**src/rtl/mem_bus_controller_pkg.sv**
```systemverilog
// Shared definitions for the CPU data-memory access controller:
// FSM state encoding, internal RAM window constants and an alignment helper.
package mem_bus_pkg;

  typedef enum logic [1:0] {
    ST_IDLE    = 2'd0,
    ST_INT_RD  = 2'd1,
    ST_EXT_REQ = 2'd2,
    ST_EXT_REL = 2'd3
  } state_t;

  // Internal RAM window in the CPU address map (offset is rebased by the decoder)
  localparam logic [31:0] INT_BASE = 32'h0000_1000;
  localparam logic [31:0] INT_SIZE = 32'h0000_0400;

  // Word accesses only: the two low address bits must be zero
  function automatic logic is_aligned(input logic [31:0] addr);
    return (addr[1:0] == 2'b00);
  endfunction

endpackage

```
**src/rtl/mem_bus_controller_if.sv**
```systemverilog
// Bundle of CPU-side, internal-RAM and external-bus signals of the controller.
// slave  = the controller's view, master = the surrounding system's view.
interface mem_bus_controller_if #(parameter int INT_AW = 8);

  logic [31:0]       cpu_addr;
  logic              cpu_cs;
  logic              cpu_rd;
  logic              cpu_wr;
  logic [31:0]       cpu_wdata;
  logic [31:0]       cpu_rdata;
  logic              cpu_stall;
  logic              cpu_done;
  logic              bus_err;
  logic [INT_AW-1:0] int_addr;
  logic              int_we;
  logic              int_re;
  logic [31:0]       int_wdata;
  logic [31:0]       int_rdata;
  logic [31:0]       ext_addr;
  logic [31:0]       ext_wdata;
  logic              ext_we;
  logic              ext_req;
  logic              ext_ack;
  logic [31:0]       ext_rdata;

  modport slave (
    input  cpu_addr, cpu_cs, cpu_rd, cpu_wr, cpu_wdata, int_rdata, ext_ack, ext_rdata,
    output cpu_rdata, cpu_stall, cpu_done, bus_err, int_addr, int_we, int_re, int_wdata,
           ext_addr, ext_wdata, ext_we, ext_req
  );

  modport master (
    output cpu_addr, cpu_cs, cpu_rd, cpu_wr, cpu_wdata, int_rdata, ext_ack, ext_rdata,
    input  cpu_rdata, cpu_stall, cpu_done, bus_err, int_addr, int_we, int_re, int_wdata,
           ext_addr, ext_wdata, ext_we, ext_req
  );

endinterface

```
**src/rtl/mem_bus_controller_ext_handshake.sv**
```systemverilog
// External 4-phase req/ack sequencer: owns the registered request line and the
// shared wait counter used for both the ack-rise and ack-fall timeouts.
module ext_handshake #(
  parameter int TIMEOUT = 16
) (
  input  logic i_clk,
  input  logic i_rst,
  input  logic i_start,   // access accepted in IDLE
  input  logic i_in_req,  // controller is in EXT_REQ
  input  logic i_in_rel,  // controller is in EXT_REL
  input  logic i_ack,
  output logic o_req,
  output logic o_tmo      // counter reached TIMEOUT-1 in the current wait
);

  localparam int            CW   = (TIMEOUT > 2) ? $clog2(TIMEOUT) : 1;
  localparam logic [CW-1:0] LAST = CW'(TIMEOUT - 1);
  localparam logic [CW-1:0] ONE  = CW'(1);

  logic [CW-1:0] r_cnt;
  logic          r_req;
  logic          w_wait;
  logic          w_tmo;

  // Still waiting: for ack to rise while requesting, or to fall while releasing
  assign w_wait = (i_in_req & ~i_ack) | (i_in_rel & i_ack);
  assign w_tmo  = (r_cnt == LAST);
  assign o_tmo  = w_tmo;
  assign o_req  = r_req;

  // Counter restarts at each phase change; request held until ack or timeout
  always_ff @(posedge i_clk or posedge i_rst) begin
    if (i_rst) begin
      r_cnt <= {CW{1'b0}};
      r_req <= 1'b0;
    end else begin
      if (w_wait && !w_tmo && !i_start) begin
        r_cnt <= r_cnt + ONE;
      end else begin
        r_cnt <= {CW{1'b0}};
      end
      r_req <= i_start | (i_in_req & ~i_ack & ~w_tmo);
    end
  end

endmodule

```
**src/rtl/mem_bus_controller.sv**
```systemverilog
// CPU data-memory access controller: zero-stall internal writes, one-stall
// internal reads, and external accesses over a req/ack handshake with timeout.
module mem_bus_controller #(
  parameter int TIMEOUT = 16,
  parameter int INT_AW  = 8
) (
  input logic           i_clk,
  input logic           i_rst,
  mem_bus_controller_if.slave bus
);

  import mem_bus_pkg::*;

  state_t      r_state;
  state_t      w_next;
  logic [31:0] r_ext_addr;
  logic [31:0] r_ext_wdata;
  logic [31:0] r_cpu_rdata;
  logic        r_ext_we;
  logic        r_err;

  logic w_start, w_cap, w_set_err;
  logic w_int_we, w_int_re, w_done, w_err, w_stall;
  logic w_ext_req, w_tmo;

  ext_handshake #(.TIMEOUT(TIMEOUT)) u_ext_handshake (
    .i_clk    (i_clk),
    .i_rst    (i_rst),
    .i_start  (w_start),
    .i_in_req (r_state == ST_EXT_REQ),
    .i_in_rel (r_state == ST_EXT_REL),
    .i_ack    (bus.ext_ack),
    .o_req    (w_ext_req),
    .o_tmo    (w_tmo)
  );

  // Next state and per-cycle strobes; everything forced low while reset is held
  always_comb begin
    w_next    = r_state;
    w_start   = 1'b0;
    w_cap     = 1'b0;
    w_set_err = 1'b0;
    w_int_we  = 1'b0;
    w_int_re  = 1'b0;
    w_done    = 1'b0;
    w_err     = 1'b0;
    w_stall   = 1'b0;
    if (i_rst) begin
      w_next = ST_IDLE;
    end else begin
      case (r_state)
        ST_IDLE: begin
          if (bus.cpu_rd && bus.cpu_wr) begin
            w_err = 1'b1;
          end else if ((bus.cpu_rd || bus.cpu_wr) && !is_aligned(bus.cpu_addr)) begin
            w_err = 1'b1;
          end else if (bus.cpu_cs && bus.cpu_wr) begin
            w_int_we = 1'b1;
            w_done   = 1'b1;
          end else if (bus.cpu_cs && bus.cpu_rd) begin
            w_int_re = 1'b1;
            w_stall  = 1'b1;
            w_next   = ST_INT_RD;
          end else if (bus.cpu_rd || bus.cpu_wr) begin
            w_start = 1'b1;
            w_stall = 1'b1;
            w_next  = ST_EXT_REQ;
          end else begin
            w_next = ST_IDLE;
          end
        end
        ST_INT_RD: begin
          w_done = 1'b1;
          w_next = ST_IDLE;
        end
        ST_EXT_REQ: begin
          w_stall = 1'b1;
          if (bus.ext_ack) begin
            w_cap  = ~r_ext_we;
            w_next = ST_EXT_REL;
          end else if (w_tmo) begin
            w_err     = 1'b1;
            w_set_err = 1'b1;
            w_next    = ST_EXT_REL;
          end else begin
            w_next = ST_EXT_REQ;
          end
        end
        ST_EXT_REL: begin
          if (!bus.ext_ack) begin
            w_done = ~r_err;
            w_next = ST_IDLE;
          end else if (w_tmo) begin
            w_err  = 1'b1;
            w_next = ST_IDLE;
          end else begin
            w_stall = 1'b1;
          end
        end
        default: begin
          w_next = ST_IDLE;
        end
      endcase
    end
  end

  // State register, latched external access and read-data holding register
  always_ff @(posedge i_clk or posedge i_rst) begin
    if (i_rst) begin
      r_state     <= ST_IDLE;
      r_ext_addr  <= 32'h0;
      r_ext_wdata <= 32'h0;
      r_ext_we    <= 1'b0;
      r_err       <= 1'b0;
      r_cpu_rdata <= 32'h0;
    end else begin
      r_state <= w_next;
      if (w_start) begin
        r_ext_addr  <= bus.cpu_addr;
        r_ext_wdata <= bus.cpu_wdata;
        r_ext_we    <= bus.cpu_wr;
        r_err       <= 1'b0;
      end else if (w_set_err) begin
        r_err <= 1'b1;
      end
      if (r_state == ST_INT_RD) begin
        r_cpu_rdata <= bus.int_rdata;
      end else if (w_cap) begin
        r_cpu_rdata <= bus.ext_rdata;
      end
    end
  end

  // RAM data is forwarded in the completion cycle, then held by the register
  assign bus.cpu_rdata = (r_state == ST_INT_RD) ? bus.int_rdata : r_cpu_rdata;
  assign bus.cpu_stall = w_stall;
  assign bus.cpu_done  = w_done;
  assign bus.bus_err   = w_err;
  assign bus.int_we    = w_int_we;
  assign bus.int_re    = w_int_re;
  assign bus.int_addr  = (w_int_we || w_int_re) ? bus.cpu_addr[INT_AW+1:2] : {INT_AW{1'b0}};
  assign bus.int_wdata = w_int_we ? bus.cpu_wdata : 32'h0;
  assign bus.ext_addr  = r_ext_addr;
  assign bus.ext_wdata = r_ext_wdata;
  assign bus.ext_we    = r_ext_we;
  assign bus.ext_req   = w_ext_req;

endmodule

```
**src/flat_wrapper.sv**
```systemverilog
// flat-port wrapper written by rule: the top's interface ports become plain ports
module mem_bus_controller_flat import mem_bus_pkg::*;
#(
  parameter int TIMEOUT = 16,
  parameter int INT_AW  = 8
)
  (i_clk, i_rst, bus_cpu_addr, bus_cpu_cs, bus_cpu_rd, bus_cpu_wr, bus_cpu_wdata, bus_int_rdata, bus_ext_ack, bus_ext_rdata, bus_cpu_rdata, bus_cpu_stall, bus_cpu_done, bus_bus_err, bus_int_addr, bus_int_we, bus_int_re, bus_int_wdata, bus_ext_addr, bus_ext_wdata, bus_ext_we, bus_ext_req);
  mem_bus_controller_if #(.INT_AW(INT_AW)) bus_i ();
  input logic i_clk;
  input logic i_rst;
  input wire logic [$bits(bus_i.cpu_addr)-1:0] bus_cpu_addr;
  input wire logic [$bits(bus_i.cpu_cs)-1:0] bus_cpu_cs;
  input wire logic [$bits(bus_i.cpu_rd)-1:0] bus_cpu_rd;
  input wire logic [$bits(bus_i.cpu_wr)-1:0] bus_cpu_wr;
  input wire logic [$bits(bus_i.cpu_wdata)-1:0] bus_cpu_wdata;
  input wire logic [$bits(bus_i.int_rdata)-1:0] bus_int_rdata;
  input wire logic [$bits(bus_i.ext_ack)-1:0] bus_ext_ack;
  input wire logic [$bits(bus_i.ext_rdata)-1:0] bus_ext_rdata;
  output wire logic [$bits(bus_i.cpu_rdata)-1:0] bus_cpu_rdata;
  output wire logic [$bits(bus_i.cpu_stall)-1:0] bus_cpu_stall;
  output wire logic [$bits(bus_i.cpu_done)-1:0] bus_cpu_done;
  output wire logic [$bits(bus_i.bus_err)-1:0] bus_bus_err;
  output wire logic [$bits(bus_i.int_addr)-1:0] bus_int_addr;
  output wire logic [$bits(bus_i.int_we)-1:0] bus_int_we;
  output wire logic [$bits(bus_i.int_re)-1:0] bus_int_re;
  output wire logic [$bits(bus_i.int_wdata)-1:0] bus_int_wdata;
  output wire logic [$bits(bus_i.ext_addr)-1:0] bus_ext_addr;
  output wire logic [$bits(bus_i.ext_wdata)-1:0] bus_ext_wdata;
  output wire logic [$bits(bus_i.ext_we)-1:0] bus_ext_we;
  output wire logic [$bits(bus_i.ext_req)-1:0] bus_ext_req;
  assign bus_i.cpu_addr = bus_cpu_addr;
  assign bus_i.cpu_cs = bus_cpu_cs;
  assign bus_i.cpu_rd = bus_cpu_rd;
  assign bus_i.cpu_wr = bus_cpu_wr;
  assign bus_i.cpu_wdata = bus_cpu_wdata;
  assign bus_i.int_rdata = bus_int_rdata;
  assign bus_i.ext_ack = bus_ext_ack;
  assign bus_i.ext_rdata = bus_ext_rdata;
  assign bus_cpu_rdata = bus_i.cpu_rdata;
  assign bus_cpu_stall = bus_i.cpu_stall;
  assign bus_cpu_done = bus_i.cpu_done;
  assign bus_bus_err = bus_i.bus_err;
  assign bus_int_addr = bus_i.int_addr;
  assign bus_int_we = bus_i.int_we;
  assign bus_int_re = bus_i.int_re;
  assign bus_int_wdata = bus_i.int_wdata;
  assign bus_ext_addr = bus_i.ext_addr;
  assign bus_ext_wdata = bus_i.ext_wdata;
  assign bus_ext_we = bus_i.ext_we;
  assign bus_ext_req = bus_i.ext_req;
  mem_bus_controller #(.TIMEOUT(TIMEOUT), .INT_AW(INT_AW)) u_core (.i_clk(i_clk), .i_rst(i_rst), .bus(bus_i));
endmodule
```
**config.mk**
```make
export PLATFORM = sky130hd
export DESIGN_NAME = mem_bus_controller_flat
export DESIGN_NICKNAME = d
export VERILOG_FILES = /design/src/rtl/mem_bus_controller_pkg.sv /design/src/rtl/mem_bus_controller_if.sv /design/src/rtl/mem_bus_controller_ext_handshake.sv /design/src/rtl/mem_bus_controller.sv /design/src/flat_wrapper.sv
export SDC_FILE = /design/constraint.sdc
export NUM_CORES = 1
export LEC_CHECK = 0
export CORE_MARGIN = 4
export CORE_UTILIZATION = 36
export DETAILED_ROUTE_END_ITERATION = 12
export GPL_ROUTABILITY_DRIVEN = 1
export GPL_TIMING_DRIVEN = 0
export PLACE_DENSITY = 0.87
export SLEW_MARGIN = 30
export SYNTH_ARGS = -nofsm -noshare
export SYNTH_HDL_FRONTEND = slang
export SYNTH_SLANG_ARGS = --single-unit
```
**constraint.sdc**
```tcl
create_clock -name i_clk -period 3.38 [get_ports i_clk]
set_clock_uncertainty 0.15 [all_clocks]
set_input_delay 0.338 -clock i_clk [delete_from_list [all_inputs] [get_ports i_clk]]
set_output_delay 0.338 -clock i_clk [all_outputs]
set_load 0.1 [all_outputs]
```
# Word level (Yosys, flattened, before mapping)
# Index checks and enable logic that the tools add are counted.
# word_totals
ff_bits,105
latchBits,0
mem_bits_rw,0
mem_bits_ro,0
in_bits,134
out_inout_bits,143
wordCells,102
n_memories,0
# classes
addsub,1
mul,0
n_div,0
magnitude_cmp,0
eq_ne,8
shifts,0
mux,60
bitwise_logic,9
reduce_logical,16
# op_table
cell,count
32-bit 2-to-1 mux,4
1-bit 2-to-1 mux,41
2-bit 2-to-1 mux,9
3-bit != test (second input constant),3
1-bit case mux with 3 select lines,3
8-bit 2-to-1 mux,1
2-bit case mux with 4 select lines,1
1-bit logical AND,6
4-bit by 1-bit adder with 4-bit output (second input constant),1
2-bit == test (second input constant),2
4-bit == test (second input constant),1
2-bit zero test,2
4-bit 2-to-1 mux,1
4-bit by 3-bit != test with 1-bit output (second input constant),1
1-bit inverter,4
4-bit AND reduction,1
2-bit nonzero test,2
1-bit AND,3
1-bit zero test,3
2-bit by 1-bit == test with 1-bit output (second input constant),1
1-bit logical OR,2
1-bit OR,2

# Depth between registers and ports, before layout
# depth
ltp_word,11
depth_mapped,7
ltp_nobuf,5

# Hierarchy
# A second synthesis with hierarchy kept.
# unflattened
cells_unflattened,390
hier_area_um2,5310.1
# modules_own_cells
module,instances,cells_each,area_per_inst_um2,seq_area_each_um2
mem_bus_controller,1,370,5077.4,2502.4
ext_handshake,1,20,232.7,125.1

# Worst setup path after synthesis
# No wires, ideal clock.
# synth_timing
path_type,input-to-output
startpoint,input i_rst
endpoint,output bus_cpu_stall
arrival_time_ps,3840
required_time_ps,2892
path_slack_ps,-948
cell_stages,3
path_buffers,1
cell_sequence,buf_2 > inv_1 > a32o_1
# synth_via
elab_chain_cells,1
# synth_rtl
element,line,rtl
from (decl),flat_wrapper.sv:10,input logic i_rst;
1-bit 2-to-1 mux,mem_bus_controller.sv:48,if (i_rst) begin
to (decl),flat_wrapper.sv:20,output wire logic [$bits(bus_i.cpu_stall)-1:0] bus_cpu_stall;
# No other way between the ends.

# Worst setup path in the final report
# layout_timing
startpoint,input bus_cpu_addr[1]
endpoint,output bus_int_wdata[27]
# layout_via
elab_chain_cells,8
# layout_rtl
element,line,rtl
from (decl),flat_wrapper.sv:11,input wire logic [$bits(bus_i.cpu_addr)-1:0] bus_cpu_addr;
2-bit zero test,mem_bus_controller_pkg.sv:18,return (addr[1:0] == 2'b00);
1-bit zero test,mem_bus_controller.sv:55,end else if ((bus.cpu_rd || bus.cpu_wr) && !is_aligned(bus.cpu_addr)) begin
1-bit logical AND,mem_bus_controller.sv:55,
1-bit 2-to-1 mux,mem_bus_controller.sv:55,
1-bit 2-to-1 mux,mem_bus_controller.sv:53,if (bus.cpu_rd && bus.cpu_wr) begin
1-bit 2-to-1 mux,mem_bus_controller.sv:51,case (r_state)
1-bit 2-to-1 mux,mem_bus_controller.sv:48,
32-bit 2-to-1 mux,mem_bus_controller.sv:142,assign bus.int_wdata = w_int_we ? bus.cpu_wdata : 32'h0;
to (decl),flat_wrapper.sv:26,output wire logic [$bits(bus_i.int_wdata)-1:0] bus_int_wdata;
# No other way between the ends.

==> impl_metrics.yaml <==
run_status:
  status: "completed"
route:
  avgViaCountPerCell: 4.92
  ant_nets: 0
  dr.first_iter.drc_count: 205
  remaining_drc_errors: 0
  dr_total_vias: 4770
  drt-wirelength-per-cell_um: 17.5
  first_pass_iters: 5
  routed_wirelength_um: 17000
setup_path:
  start_kind: "input pin"
  worstPathArrival_ps: 2840
  critPathMaxFanout: 10
  critPathCaptureType: "output pin"
  crit_required_ps: 2890
  timing.critical_path.from: "bus_cpu_addr[1]"
  worstReg2RegStart: "u_core.r_state[0]$_DFFE_PP0P_"
  criticalPathCategory: "input pin to output pin"
timing:
  rsz0062_at_grt: "no"
  setup_viol_count_final: 0
  final.min_clock_period_ps: 3330
  peak_freq_ghz: 0.300
  worst-slew-pin-transition_ps: 1020
  totalNegativeSetupSlack_ps: 0
  report.final.hold_viol_count: 0
  drv_slew: 0
  slew_headroom: 0.317
  finalCritPeriodShare: 0.985
clock_tree:
  clk_pin_slew_ps: 70
  tritoncts.num_buffers: 9
  cts_htree_levels: 3
  cts_max_path_buffers: 2
  cts-root-buf: "sky130_fd_sc_hd__clkbuf_16"
  numClockSinks: 105
  cts-hold-fix-buffers: 0
  clk_lat_worst_skew_ps: 340
  post_cts_buffers: 0
  cts_tree: "built"
synthesis:
  synthesis.nets: 630
  ys_warn_count: 0
  synth.cell_area_um2: 5140
  synth_edf_count: 0
  synth_cells: 495
  seq_area_frac_synth: 0.511
  ys_dominant_reg_cell: "sky130_fd_sc_hd__dfrtp_1"
  avgSynthCellArea_um2: 10.4
  synth_seq_cells: 105
  post_synth_arst_share: 1.00
  synth_cell_types: 37
final_layout:
  area_occupied_by_multi_input_gates_um2: 2340
  seqCellArea_um2: 2630
  n_antenna_cell: 0
  final.fill_count: 1180
  final_layout_size_suffix_gt1_frac: 0.214
  design.final.nets: 919
  syn_to_final_growth_pct: 62.9
  design_area_um2: 8370
placed_design:
  buffer_ports.inserted: 274
  hpwl_um: 13500
  placed_cell_area_um2: 8210
  place.gp.congestion: 0.823
grt:
  maximum_number_of_pins_on_one_net_before_global_route_repair: 29
  grt_first_pass_wirelength_um: 26100
  residual_overflow_from_global_routing: 0
  first_global_vias: 5003
  antenna_violations_before_repair: 0
  global_route.usage.total: 0.204
flow_run:
  max_cap_violations: 0
hold_path:
  hold_path_startpoint: "bus_cpu_wr"
  min_path_type: "input pin to register"
power:
  cellLeakagePower_nw: 4.00
  power_frac_comb: 0.618
  intPower_mw: 3.38
  power.net_switching_mw: 4.36
  power_frac_clock: 0.139
  netSwitchingFraction: 0.563
  vdd.ir_drop.worst_mv: 0.530
  power_frac_seq: 0.244
  power.density_cell_area_nw_per_um2: 924
floorplanning:
  initial_core_utilization: 0.369
  design.portCount: 277
  num_rows: 43
  design.die.area_um2: 16300
  fp.coreArea_um2: 13900
  dieHeight_um: 127
  die_x_um: 127
[power by group through the flow]
stage / sequential [mW] / combinational [mW] / clock, mW
finish: 1.88 / 4.78 / 1.07
floorplan: 3.58 / 2.02 / 0
global route: 1.93 / 4.94 / 1.15
global placement: 1.87 / 4.87 / 0
CTS: 1.88 / 4.85 / 1.10
detailed placement: 1.91 / 4.92 / 0
[cells in the mapped netlist, types with 2 or more instances]
| master | n | area [µm²] |
|---|---|---|
| sky130_fd_sc_hd__and3_1 | 2 | 12.5 |
| sky130_fd_sc_hd__buf_1 | 2 | 7.51 |
| sky130_fd_sc_hd__dfrtp_1 | 105 | 2630 |
| sky130_fd_sc_hd__nor3_1 | 3 | 15.0 |
| sky130_fd_sc_hd__nand3_1 | 4 | 20.0 |
| sky130_fd_sc_hd__clkbuf_2 | 2 | 10.0 |
| sky130_fd_sc_hd__buf_6 | 6 | 67.6 |
| sky130_fd_sc_hd__a21oi_1 | 4 | 20.0 |
| sky130_fd_sc_hd__nor2_1 | 42 | 158 |
| sky130_fd_sc_hd__o21ai_0 | 2 | 10.0 |
| sky130_fd_sc_hd__nand2b_1 | 2 | 12.5 |
| sky130_fd_sc_hd__nand2_1 | 134 | 503 |
| sky130_fd_sc_hd__a31oi_1 | 35 | 219 |
| sky130_fd_sc_hd__buf_2 | 4 | 20.0 |
| sky130_fd_sc_hd__nor2b_1 | 2 | 12.5 |
| sky130_fd_sc_hd__xnor2_1 | 3 | 26.3 |
| sky130_fd_sc_hd__inv_1 | 4 | 15.0 |
| sky130_fd_sc_hd__and2_1 | 42 | 263 |
| sky130_fd_sc_hd__clkbuf_1 | 18 | 67.6 |
| sky130_fd_sc_hd__mux2_2 | 15 | 169 |
| sky130_fd_sc_hd__mux2_4 | 48 | 721 |
[cell type report]
class	count	share of cell area
inverter	4	0.00224
timing repair buffer	278	0.320
sequential	105	0.314
clock buffer	11	0.0290
clock inverter	5	0.00717
tap	180	0.0269
multi-input combinational	354	0.280
buffer	32	0.0209
[per-layer routing]
layer  share of wire  global-route usage  up-vias
met4           0.034              0.0946        0
li1                -                   -     2231
met5               0                   0        -
met2            0.50               0.354      261
met3           0.095              0.0556       39
met1            0.37               0.232     2239
[kinds of logic (layout without fill, tap and decap cells)]
logic type	after synthesis	in the layout	synth area share
and+or+nand+nor	237	237	0.205
DFF	105	105	0.511
muxes	63	63	0.173
AOI/OAI and AO/OA	49	49	0.0650
buffers and inverters	36	330	0.0365
xor gates and xnor gates	4	4	0.00682
adders and majority gates	1	1	0.00243
[registers in the layout, summed over array words and instances, names as in the netlist]
register	count
u_core.bus.ext_addr	32
u_core.bus.ext_wdata	32
u_core.bus.ext_we	1
u_core.r_cpu_rdata	32
u_core.r_err	1
u_core.r_state	2
u_core.u_ext_handshake.o_req	1
u_core.u_ext_handshake.r_cnt	4
[path summary, 6_finish.rpt]
kind | to | slack (ps) | cells past startpoint
max in group asynchronous | u_core.bus.ext_addr[28]$_DFFE_PP0P_ | 2000 | 5
min in group asynchronous | u_core.u_ext_handshake.o_req$_DFF_PP0_ | 400 | 3
worst min-delay path | u_core.bus.ext_we$_DFFE_PP0P_ | 250 | 2
worst max-delay path | bus_int_wdata[27] | 50 | 7
worst max register to register | u_core.r_cpu_rdata[6]$_DFFE_PP0P_ | 1250 | 4
worst min register to register | u_core.u_ext_handshake.r_cnt[0]$_DFF_PP0_ | 330 | 1
[metrics by stage]
| step | util | setup WS [ps] | hold slack (ps) | cells | total power, mW |
|---|---|---|---|---|---|
| 3_5_place_dp | 0.589 | -581 | 312 | 953 | 6.82 |
| 2_1_floorplan | - | -122 | 283 | 495 | 5.60 |
| 5_1_grt | 0.601 | 1.59 | 265 | 969 | 8.02 |
| 6_report | 0.601 | 49.7 | 247 | 969 | 7.74 |
| 4_1_cts | 0.613 | 1.21 | 234 | 969 | 7.83 |
| 3_3_place_gp | 0.584 | -1990 | 300 | 949 | 6.74 |
[repair_timing]
item	4_1_cts	5_1_grt
hold endpoints to repair	0	0
resized for setup	169	59
endpoints found under the setup margin	72	42
[worst max-delay path: stages]
cell and delay, ps:
sky130_fd_sc_hd__clkdlybuf4s50_1 460, sky130_fd_sc_hd__or3_4 430, sky130_fd_sc_hd__or4_4 450, sky130_fd_sc_hd__nor2_4 200, sky130_fd_sc_hd__buf_2 250, sky130_fd_sc_hd__and2_1 150
sky130_fd_sc_hd__clkdlybuf4s15_2 560
[layout by cell type, fill, tap and decap left out, drive strengths merged, types with 2 or more instances in the layout]
cell,count
dlymetal6s2s,2
and3,2
clkdlybuf4s18,8
nand2,134
xnor2,3
nand2b,2
clkbuf,53
a21oi,4
mux2,63
clkdlybuf4s50,196
clkdlybuf4s15,23
nor2b,2
nand3,4
and2,42
inv,5
nor3,4
a31oi,35
dlygate4sd2,9
dfrtp,105
buf,30
clkinvlp,2
o21ai,2
nor2,43
Power figures use the tool's default switching activity.
==> edit (same flow settings) <==
`TIMEOUT` is set to 16 in 3 places; all go to 32.
--- a/src/rtl/mem_bus_controller_ext_handshake.sv
+++ b/src/rtl/mem_bus_controller_ext_handshake.sv
@@ -3,3 +3,3 @@
 module ext_handshake #(
-  parameter int TIMEOUT = 16
+  parameter int TIMEOUT = 32
 ) (
--- a/src/rtl/mem_bus_controller.sv
+++ b/src/rtl/mem_bus_controller.sv
@@ -3,3 +3,3 @@
 module mem_bus_controller #(
-  parameter int TIMEOUT = 16,
+  parameter int TIMEOUT = 32,
   parameter int INT_AW  = 8
--- a/src/flat_wrapper.sv
+++ b/src/flat_wrapper.sv
@@ -3,3 +3,3 @@
 #(
-  parameter int TIMEOUT = 16,
+  parameter int TIMEOUT = 32,
   parameter int INT_AW  = 8
Function: no difference found for any inputs over 4 cycles, from zero or initial values and one cycle with i_rst high; that may be too few to reach the edited logic, so the function may still have changed.
==> edit against the original RTL <==
Wire length fell by 3.3%. Worst setup slack better by 0.020 ns. Register-to-register slack better by 0.02 ns. Global-route usage fell by 1.4 points. Utilization fell by 0.74 points. Sequential cell count is 1 higher. Cell area up 4.2%. Die area increased by 5.8%. Power is 8.3% lower. First-iteration DRC count shrank 34%. Largest power group unchanged. Critical path type unchanged. Area after synthesis increased by 6.2%.
==> edit: results (changes against the original RTL) <==
| Metric | Value |
|---|---|
| Result of the run | `finished clean` |
| Final weighted congestion in routability-driven placement | `0.836 (+1.6%)` |
| Cell-internal power | `3.30 mW (-2.3%)` |
| Largest cells by area after synthesis | `sky130_fd_sc_hd__dfrtp_1, sky130_fd_sc_hd__mux2_2, sky130_fd_sc_hd__mux2_4, sky130_fd_sc_hd__and2_1, sky130_fd_sc_hd__buf_6` |
| Reg-to-reg endpoint | `u_core.r_cpu_rdata[1]$_DFFE_PP0P_` |
| Power per unit of standard cell area | `814 nW/um2 (-12%)` |
| Final cell count without fillers | `867 (-11%)` |
| Pre-Repair DR Iteration Count | `4 (-1)` |
| Placed cell count | `850 (-11%)` |
| Launch point of the worst reg-to-reg path | `u_core.r_state[1]$_DFFE_PP0P_` |
| Number of DRC violations after detailed-routing iteration 0 | `136 (-34%)` |
| Start point of the critical path | `bus_cpu_cs` |
| Total met2 wirelength after detailed routing | `9030 um (+6.8%)` |
| Mux cell area share after synthesis | `36.1% (+19 points)` |
| Number of buffers inserted for hold repair after clock tree synthesis | `1 (+1)` |
| Overall Global Routing Usage | `19.0% (-1.4 points)` |
| XOR/XNOR Fraction of Synth Area | `0.642% (-0.040 points)` |
| Worst slack on hold paths | `0.0176 ns (-0.230 ns)` |
| Most used standard cells in the synthesized netlist | `sky130_fd_sc_hd__mux2_2, sky130_fd_sc_hd__dfrtp_1, sky130_fd_sc_hd__mux2_4` |
| Number of global-route vias before repair | `4844 (-3.2%)` |
| Via density | `4.86 (-1.3%)` |
| First-pass GRT wire length | `26500 um (+1.8%)` |
| Setup WS pre-CTS | `-0.612 ns (-0.0314 ns)` |
| R2r worst-path depth | `6 (+2)` |
| Combinational fraction of design power | `59.3% (-2.5 points)` |
| Total number of nets in the final design | `815 (-11%)` |
| Post-synthesis average cell area | `14.1 um2 (+35%)` |
| Leakage component of the power | `3.91 nW (-2.3%)` |
| CTS-repair resized insts | `162 (-4.1%)` |
| VDD IR-drop max | `0.586 mV (+10%)` |
| Routed length on met1 | `6160 um (-2.8%)` |
| Register-to-register setup slack | `1.27 ns (+0.02 ns)` |
| Met3 wire length | `1100 um (-32%)` |
| Synthesized-area fraction occupied by adder cells | `0.688% (+0.44 points)` |
| Routed wire per std cell | `18.9 um (+8.1%)` |
| Synth Area in Compound Gates | `2.34% (-4.2 points)` |
==> edit: changes by cell type in the layout (fill, tap and decap cells not counted), sizes merged, moves of 3 or more <==
cell           delta
nand2           -133
o21ai             +3
nor2             -34
clkdlybuf4s15    +11
a31oi            -34
clkdlybuf4s50     +4
clkdlybuf4s18     -6
mux2             +96
dlygate4sd2       -3
clkbuf           -14
==> edit: layout make-up <==
cell class | count | area [um2]
fill | 1146 | 5980
timing repair buffer | 279 | 2710
sequential | 106 | 2650
multi-input combinational | 254 | 2640
clock buffer | 11 | 243
tap | 184 | 230
buffer | 23 | 168
clock inverter | 5 | 61.3
inverter | 5 | 22.5
==> edit: metal layers <==
layer  vias to the layer above  track usage, %
met2                       151            36.2
met4                         0            4.03
met1                      2096            20.5
li1                       1949               -
met5                         -               0
met3                        15            6.23
